### src/rtl/bnn_sample_driver.sv
// Host-side initiator for the BNN classifier: collects a two-byte sample,
// gates classifier enable, discards stale DONEs and returns one result byte.
module bnn_sample_driver #(
   parameter int DISCARD_DONES  = 1,
   parameter int TIMEOUT_CYCLES = 32
) (
   input  logic       clk,
   input  logic       rst_n,
   input  logic       s_valid,
   output logic       s_ready,
   input  logic [7:0] s_data,
   output logic [7:0] feat_a,
   output logic [7:0] feat_b,
   output logic       clf_ena,
   input  logic [7:0] clf_result,
   output logic       m_valid,
   input  logic       m_ready,
   output logic [7:0] m_data,
   output logic       busy
);

   localparam int DW = (DISCARD_DONES > 0) ? $clog2(DISCARD_DONES + 1) : 1;
   localparam int TW = (TIMEOUT_CYCLES > 1) ? $clog2(TIMEOUT_CYCLES) : 1;
   localparam logic [DW-1:0] DISC  = DW'(DISCARD_DONES);
   localparam logic [TW-1:0] TLAST = TW'(TIMEOUT_CYCLES - 1);

   typedef enum logic [1:0] {
      S_IDLE,
      S_GET_B,
      S_WAIT,
      S_EMIT
   } state_t;

   state_t        state_q, state_d;
   logic [7:0]    feat_a_q, feat_a_d;
   logic [7:0]    feat_b_q, feat_b_d;
   logic [7:0]    m_data_q, m_data_d;
   logic [DW-1:0] done_cnt_q, done_cnt_d;
   logic [TW-1:0] wait_cnt_q, wait_cnt_d;
   logic          done;

   assign done = clf_result[3];

   always_ff @(posedge clk or negedge rst_n) begin
      if (!rst_n) begin
         state_q    <= S_IDLE;
         feat_a_q   <= '0;
         feat_b_q   <= '0;
         m_data_q   <= '0;
         done_cnt_q <= '0;
         wait_cnt_q <= '0;
      end else begin
         state_q    <= state_d;
         feat_a_q   <= feat_a_d;
         feat_b_q   <= feat_b_d;
         m_data_q   <= m_data_d;
         done_cnt_q <= done_cnt_d;
         wait_cnt_q <= wait_cnt_d;
      end
   end

   always_comb begin
      state_d    = state_q;
      feat_a_d   = feat_a_q;
      feat_b_d   = feat_b_q;
      m_data_d   = m_data_q;
      done_cnt_d = done_cnt_q;
      wait_cnt_d = wait_cnt_q;
      unique case (state_q)
         S_IDLE: begin
            if (s_valid) begin
               feat_a_d = s_data;
               state_d  = S_GET_B;
            end
         end
         S_GET_B: begin
            if (s_valid) begin
               feat_b_d   = s_data;
               done_cnt_d = '0;
               wait_cnt_d = '0;
               state_d    = S_WAIT;
            end
         end
         S_WAIT: begin
            // a discarded DONE does not advance the timeout counter
            if (done && (done_cnt_q < DISC)) begin
               done_cnt_d = done_cnt_q + 1'b1;
            end else if (done) begin
               m_data_d = {clf_result[7:4], 1'b0, clf_result[2:0]};
               state_d  = S_EMIT;
            end else if (wait_cnt_q == TLAST) begin
               m_data_d = 8'b0000_1_000;
               state_d  = S_EMIT;
            end else begin
               wait_cnt_d = wait_cnt_q + 1'b1;
            end
         end
         S_EMIT: begin
            if (m_ready) begin
               state_d = S_IDLE;
            end
         end
      endcase
   end

   assign s_ready = (state_q == S_IDLE) || (state_q == S_GET_B);
   assign clf_ena = (state_q == S_WAIT);
   assign m_valid = (state_q == S_EMIT);
   assign busy    = (state_q != S_IDLE);
   assign feat_a  = feat_a_q;
   assign feat_b  = feat_b_q;
   assign m_data  = m_data_q;

endmodule
### config.mk
export PLATFORM = sky130hd
export DESIGN_NAME = bnn_sample_driver
export DESIGN_NICKNAME = d
export VERILOG_FILES = /design/src/rtl/bnn_sample_driver.sv
export SDC_FILE = /design/constraint.sdc
export NUM_CORES = 1
export LEC_CHECK = 0
export CORE_MARGIN = 2
export CORE_UTILIZATION = 41
export CTS_CLUSTER_SIZE = 28
export DETAILED_ROUTE_END_ITERATION = 10
export GPL_TIMING_DRIVEN = 0
export PLACE_DENSITY = 0.76
export RECOVER_POWER = 100
export SKIP_LAST_GASP = 1
export SLEW_MARGIN = 5
export SYNTH_ARGS = -nofsm -noshare
export SYNTH_HDL_FRONTEND = slang
export SYNTH_SLANG_ARGS = --single-unit
### constraint.sdc
create_clock -name clk -period 2.1 [get_ports clk]
set_clock_uncertainty 0.2 [all_clocks]
set_input_delay 0.315 -clock clk [delete_from_list [all_inputs] [get_ports clk]]
set_output_delay 0.315 -clock clk [all_outputs]
set_load 0.01 [all_outputs]
## After elaboration in Yosys (flattened, before gate mapping)

Index checks and enable logic that the tools add are counted.

| operators by class | value |
|---|---|
| $add $sub $neg | 2 |
| $lt $le $gt $ge | 1 |
| eq/ne operators | 12 |
| mux-type cells | 17 |
| bitwise logic cells | 1 |
| reduce and logical (&&, ||, !) cells | 12 |

Operators with widths:

| kind | count |
|---|---|
| 2-to-1 mux 5 bit | 4 |
| 2-to-1 mux 8 bit | 2 |
| 2-to-1 mux 2 bit | 6 |
| != test 2 bit, second input constant | 5 |
| one-hot mux 5 bit (2 select lines) | 1 |
| AND reduction 5 bit | 2 |
| one-hot mux 2 bit (4 select lines) | 1 |
| AND reduction 3 bit | 2 |
| nonzero test 2 bit | 3 |
| adder 5 x 1 -> 5 bit, second input constant | 1 |
| equality test 5 bit, second input constant | 1 |
| equality test 2 bit, second input constant | 2 |
| != test 2 x 1 -> 1 bit, second input constant | 2 |
| AND reduction 2 bit | 2 |
| != test 3 x 1 -> 1 bit, second input constant | 1 |
| equality test 2 x 1 -> 1 bit, second input constant | 1 |
| zero test 2 bit | 1 |
| 2-to-1 mux 1 bit | 2 |
| one-hot mux 1 bit (2 select lines) | 1 |
| adder 1 bit, second input constant | 1 |
| logical AND 1 bit | 1 |
| logical OR 1 bit | 1 |
| less-than comparator 1 bit, second input constant | 1 |
| NOT 1 bit | 1 |

| word-level totals | value |
|---|---|
| register bits after elaboration | 32 |
| bits of input ports | 20 |
| output and inout bits | 28 |
| word-level logic and storage cells | 51 |

## Logic depth before layout (Yosys ltp)

| logic depth | value |
|---|---|
| depth in word-level cells | 5 |
| mapped depth | 6 |
| depth with buffers taken out | 6 |

## Worst setup path after synthesis

No wires, ideal clock.

| path | value |
|---|---|
| path kind | reg2reg |
| from | register state_q[0] |
| to | register state_q[1] |
| library setup time | 0.127 ns |
| arrival | 1.620 ns |
| data required time | 1.773 ns |
| slack | 0.152 ns |
| cell stages (with the launch flop) | 5 |
| buffers on the path | 0 |
| period minus slack after synthesis | 1.948 ns |
| cell sequence | dfrtp_1 ha_1 or2_4 a222oi_1 mux2_1 |

| on the way | value |
|---|---|
| longest elaborated chain between the ends | 3 |
| elaborated cells between the ends (all ways) | 11 |
| those cells by class | 8 x eq/ne; 1 x mux; 2 x reduce/logical |

Ends and longest elaborated chain:

| item | line | text |
|---|---|---|
| start: declaration | 34 | `state_t state_q, state_d;` |
| start signal: assignment | 53 | `state_q <= state_d;` |
| equality test 2 bit, or another cell as far along | 69 | `unique case (state_q)` |
| != test 3 x 1 -> 1 bit (no line), or another cell as far along | -- |  |
| AND reduction 5 bit (no line) | -- |  |

Parallel ways exist; a longest one is shown, timed or not.
A chain may end at the register's enable or synchronous reset.

## Worst setup path in the final report

| path | value |
|---|---|
| from | register state_q[0] |
| to | output port s_ready |

| on the way | value |
|---|---|
| longest elaborated chain between the ends | 2 |
| elaborated cells between the ends (all ways) | 3 |
| those cells by class | 1 x eq/ne; 2 x reduce/logical |

Ends and longest elaborated chain:

| item | line | text |
|---|---|---|
| equality test 2 x 1 -> 1 bit / zero test 2 bit (equally long branches) | 106 | `assign s_ready = (state_q == S_IDLE) \|\| (state_q == S_GET_B);` |
| logical OR 1 bit * | 106 |  |
| end: declaration | 10 | `output logic s_ready,` |

Every way passes the cells marked *; elsewhere a longest branch is shown, timed or not.

==> metrics.md <==
| Metric | Value |
|---|---|
| Ports | 48 |
| Initial Util | 0.4330 |
| Root buffer cell | clkbuf_4 |
| Violated checks | setup timing |
| CTS tree | yes |
| # DRC | 0 |
| Register area share after synthesis | 0.5498 |
| Maximum buffer depth of the clock tree | 2 |
| P&R area growth vs syn | 45.88% |
| Setup CP Type | register to output port |
| Crit path arrival time | 1.61 ns |
| Share of cells above drive strength 1 | 0.2090 |
| CP cell instances | ha_1 > or2_4 > dlygate4sd2_1 |
| Die ar. | 0.004045 mm2 |
| Port buffer count | 47 |
| Register share of total power | 0.351 |
| Initial antenna violation count | 0 |
| Fmax | 470.2 MHz |
| # fillers | 279 |
| Sw Ratio | 0.3470 |
| # diodes | 0 |
| Run status | finished with violations |
| RSZ-0062 raised after global routing | yes |
| CP endpoint kind | output port |
| # clock sinks | 32 |
| Tcrit/Tclk final | 1.013 |
| Max-slew headroom | 0.4845 |
| Final critical-path required period | 2.127 ns |
| Peak supply drop | 0.0007432 V |
| Final total power | 0.002993 W |
| Internal power | 0.001955 W |
| Clock network power share | 0.109 |
| Worst setup SP type | register |
| Global-route wire length before repair | 5720 um |
| Slew Viols, Final | 0 |
| Slew @ Worst Pin | 0.7732 ns |
| Worst hold path class | register to register |
| Total track usage | 0.1797 |
| Cts bufs inserted | 5 |
| Final setup violation count | 2 |
| Fin cells | 223 |
| Hold Fails Final Rpt | 0 |
| Synth Register Bits | 32 |
| Crit-path slowest cell | dfrtp_1 |
| Post-synth cell types | 25 |
| Power per standard cell area | 1409 mW/mm2 |
| Drt total wl | 3413 um |
| Synthesized area | 0.001456 mm2 |
| Die height | 63.60 um |
| Final nets | 203 |
| Avg Inst Size Synth | 12.56 um2 |
| Wire length per cell | 15.30 um |
| Largest net degree at the start of global routing | 33 |
| GP Congestion | 0.7626 |
| Max cap viols | 0 |
| Total number of vias | 1180 |
| Num rows | 21 |
| Critical Path Fanout Max | 4 |
| Die X | 63.60 um |
| Ys Warns | 0 |
| Worst skew pair latency | 0.33 ns |
| Post-Route Utilization | 0.6317 |
| CP required | 1.58 ns |
| GRT overflow | 0 |
| Setup WS post-layout | -0.02675 ns |
| Core area | 0.003363 mm2 |
| Syn Inst Count | 116 |
| Number of global-route vias before repair | 1297 |
| Sw Pwr | 0.001039 W |
| DRT iter0 DRCs | 48 |
| Comb power frac | 0.540 |
| Final ANT Viol Nets | 0 |
| Via density | 5.291 |
| CTS H-Tree Depth | 2 |
| Leak | 0.9098 nW |
| Dpl cells | 209 |
| DR pass1 iterations | 4 |
| Max stage delay on crit path | 0.44 ns |
| Clock slew at reported path FFs | 0.10 ns |
| DP HPWL | 2388 um |
| Net count after synthesis | 142 |
[critical path, delay by kind of cell, from the launching register on]
| family | cells | cell delay (ns) |
|---|---|---|
| buffers and inverters | 1 | 0.29 |
| flip-flops | 1 | 0.44 |
| adder cells (fa/ha/maj) | 1 | 0.28 |
| AND/OR/NAND/NOR | 1 | 0.27 |
[routing by layer]
metal	GRT usage	vias to the layer above	share of wire
met5	0	-	0
met4	0.03804	0	0.0062
met3	0.08393	2	0.077
met2	0.3145	43	0.51
met1	0.1984	586	0.41
li1	-	549	-
[per-stage QoR]
stage                     worst slack [ns]  setup TNS, ns  hold slack [ns]  area, um2
after global routing              -0.09442        -0.2226           0.3431       2125
after CTS                         -0.05544       -0.09372           0.3166       2100
after floorplan                     0.1523              0          -0.1806       1456
after detailed placement          -0.08493       -0.08728           0.2109       1979
after global placement            -0.08283         -1.127           0.2888       1984
final                             -0.02675       -0.04684           0.3118       2125
[synth_stat cells]
cell type,number,area (um2)
inv_1,7,26.28
mux2i_1,2,20.02
mux2_2,16,180.2
ha_1,6,75.07
a22o_1,15,131.4
o22ai_1,1,6.260
nor2b_1,1,6.260
a21oi_1,3,15.01
o21ai_0,8,40.04
dfrtp_1,32,800.8
o21ai_2,1,8.760
and2_1,1,6.260
o31ai_1,1,7.510
o311ai_0,1,8.760
o32a_1,1,10.01
nand2b_1,4,25.02
or2_4,1,8.760
mux2_1,1,11.26
nand2_1,4,15.01
nor2_1,1,3.750
and3_1,1,6.260
a222oi_1,1,10.01
nand3_1,3,15.01
clkbuf_1,3,11.26
o21a_1,1,7.510
[cell families (layout without fill, tap and decap cells)]
kind of cell | Yosys count | after routing | share of synthesized area
AOI/OAI and AO/OA | 33 | 33 | 0.1684
DFF | 32 | 32 | 0.5498
muxes | 19 | 19 | 0.1452
and+or+nand+nor | 16 | 16 | 0.05928
buffers and inverters | 10 | 71 | 0.02578
adders and majority gates | 6 | 6 | 0.05155
[sequential cells by signal, summed over array words and instances, names as in the netlist]
| name | count |
|---|---|
| state_q | 2 |
| m_data | 8 |
| done_cnt_q | 1 |
| feat_a | 8 |
| feat_b | 8 |
| wait_cnt_q | 5 |
[final cells by class]
class / count / area (um2) / share of cell area
Sequential cell: 32 / 800.8 / 0.3769
Clock buffer: 5 / 37.54 / 0.01767
Clock inverter: 2 / 12.51 / 0.005889
Tap cell: 46 / 57.56 / 0.02709
Inverter: 7 / 26.28 / 0.01237
Buffer: 3 / 11.26 / 0.005300
Multi-Input combinational cell: 74 / 658.1 / 0.3098
Timing Repair Buffer: 54 / 520.5 / 0.2450
[cells in the final DEF (no fill, tap or decap), drive strengths merged, types with 2 or more instances in the layout]
cell type      Yosys  layout
ha                 6       6
dlygate4sd2        0       2
mux2              17      17
a21oi              3       3
nand3              3       3
nand2              4       4
clkdlybuf4s50      0      43
inv                7       7
buf                0       6
o21ai              9       9
a22o              15      15
dfrtp             32      32
nand2b             4       4
mux2i              2       2
clkbuf             3       9
[what timing repair did]
| item | CTS | global route |
|---|---|---|
| gates cloned | 0 | 0 |
| gates resized for setup | 7 | 4 |
| hold buffers | 1 | 0 |
| endpoints found under the setup margin | 5 | 5 |
| hold endpoints to repair | 32 | 0 |
| pin swaps | 2 | 1 |
| buffers inserted | 5 | 1 |
[final timing paths]
kind,startpoint,end,slack (ns),depth (start not counted)
max in group asynchronous,rst_n,done_cnt_q,0.81,2
worst max register to register,state_q[0],state_q[1],0.02,4
worst min-delay path,feat_b[5],feat_b[5],0.31,1
min in group asynchronous,rst_n,wait_cnt_q[4],0.40,2
worst max-delay path,state_q[0],s_ready,-0.03,3
worst min register to register,feat_b[5],feat_b[5],0.31,1
[power groups by stage]
stage	registers (W)	logic, W	clock network (W)
global placement	0.00104	0.00147	0
global route	0.00108	0.00175	0.000373
CTS	0.00105	0.00162	0.000336
detailed placement	0.00106	0.00151	0
finish	0.00105	0.00162	0.000327
floorplan	0.00114	0.000702	0
Note: power is estimated with default switching activity, not from simulation.
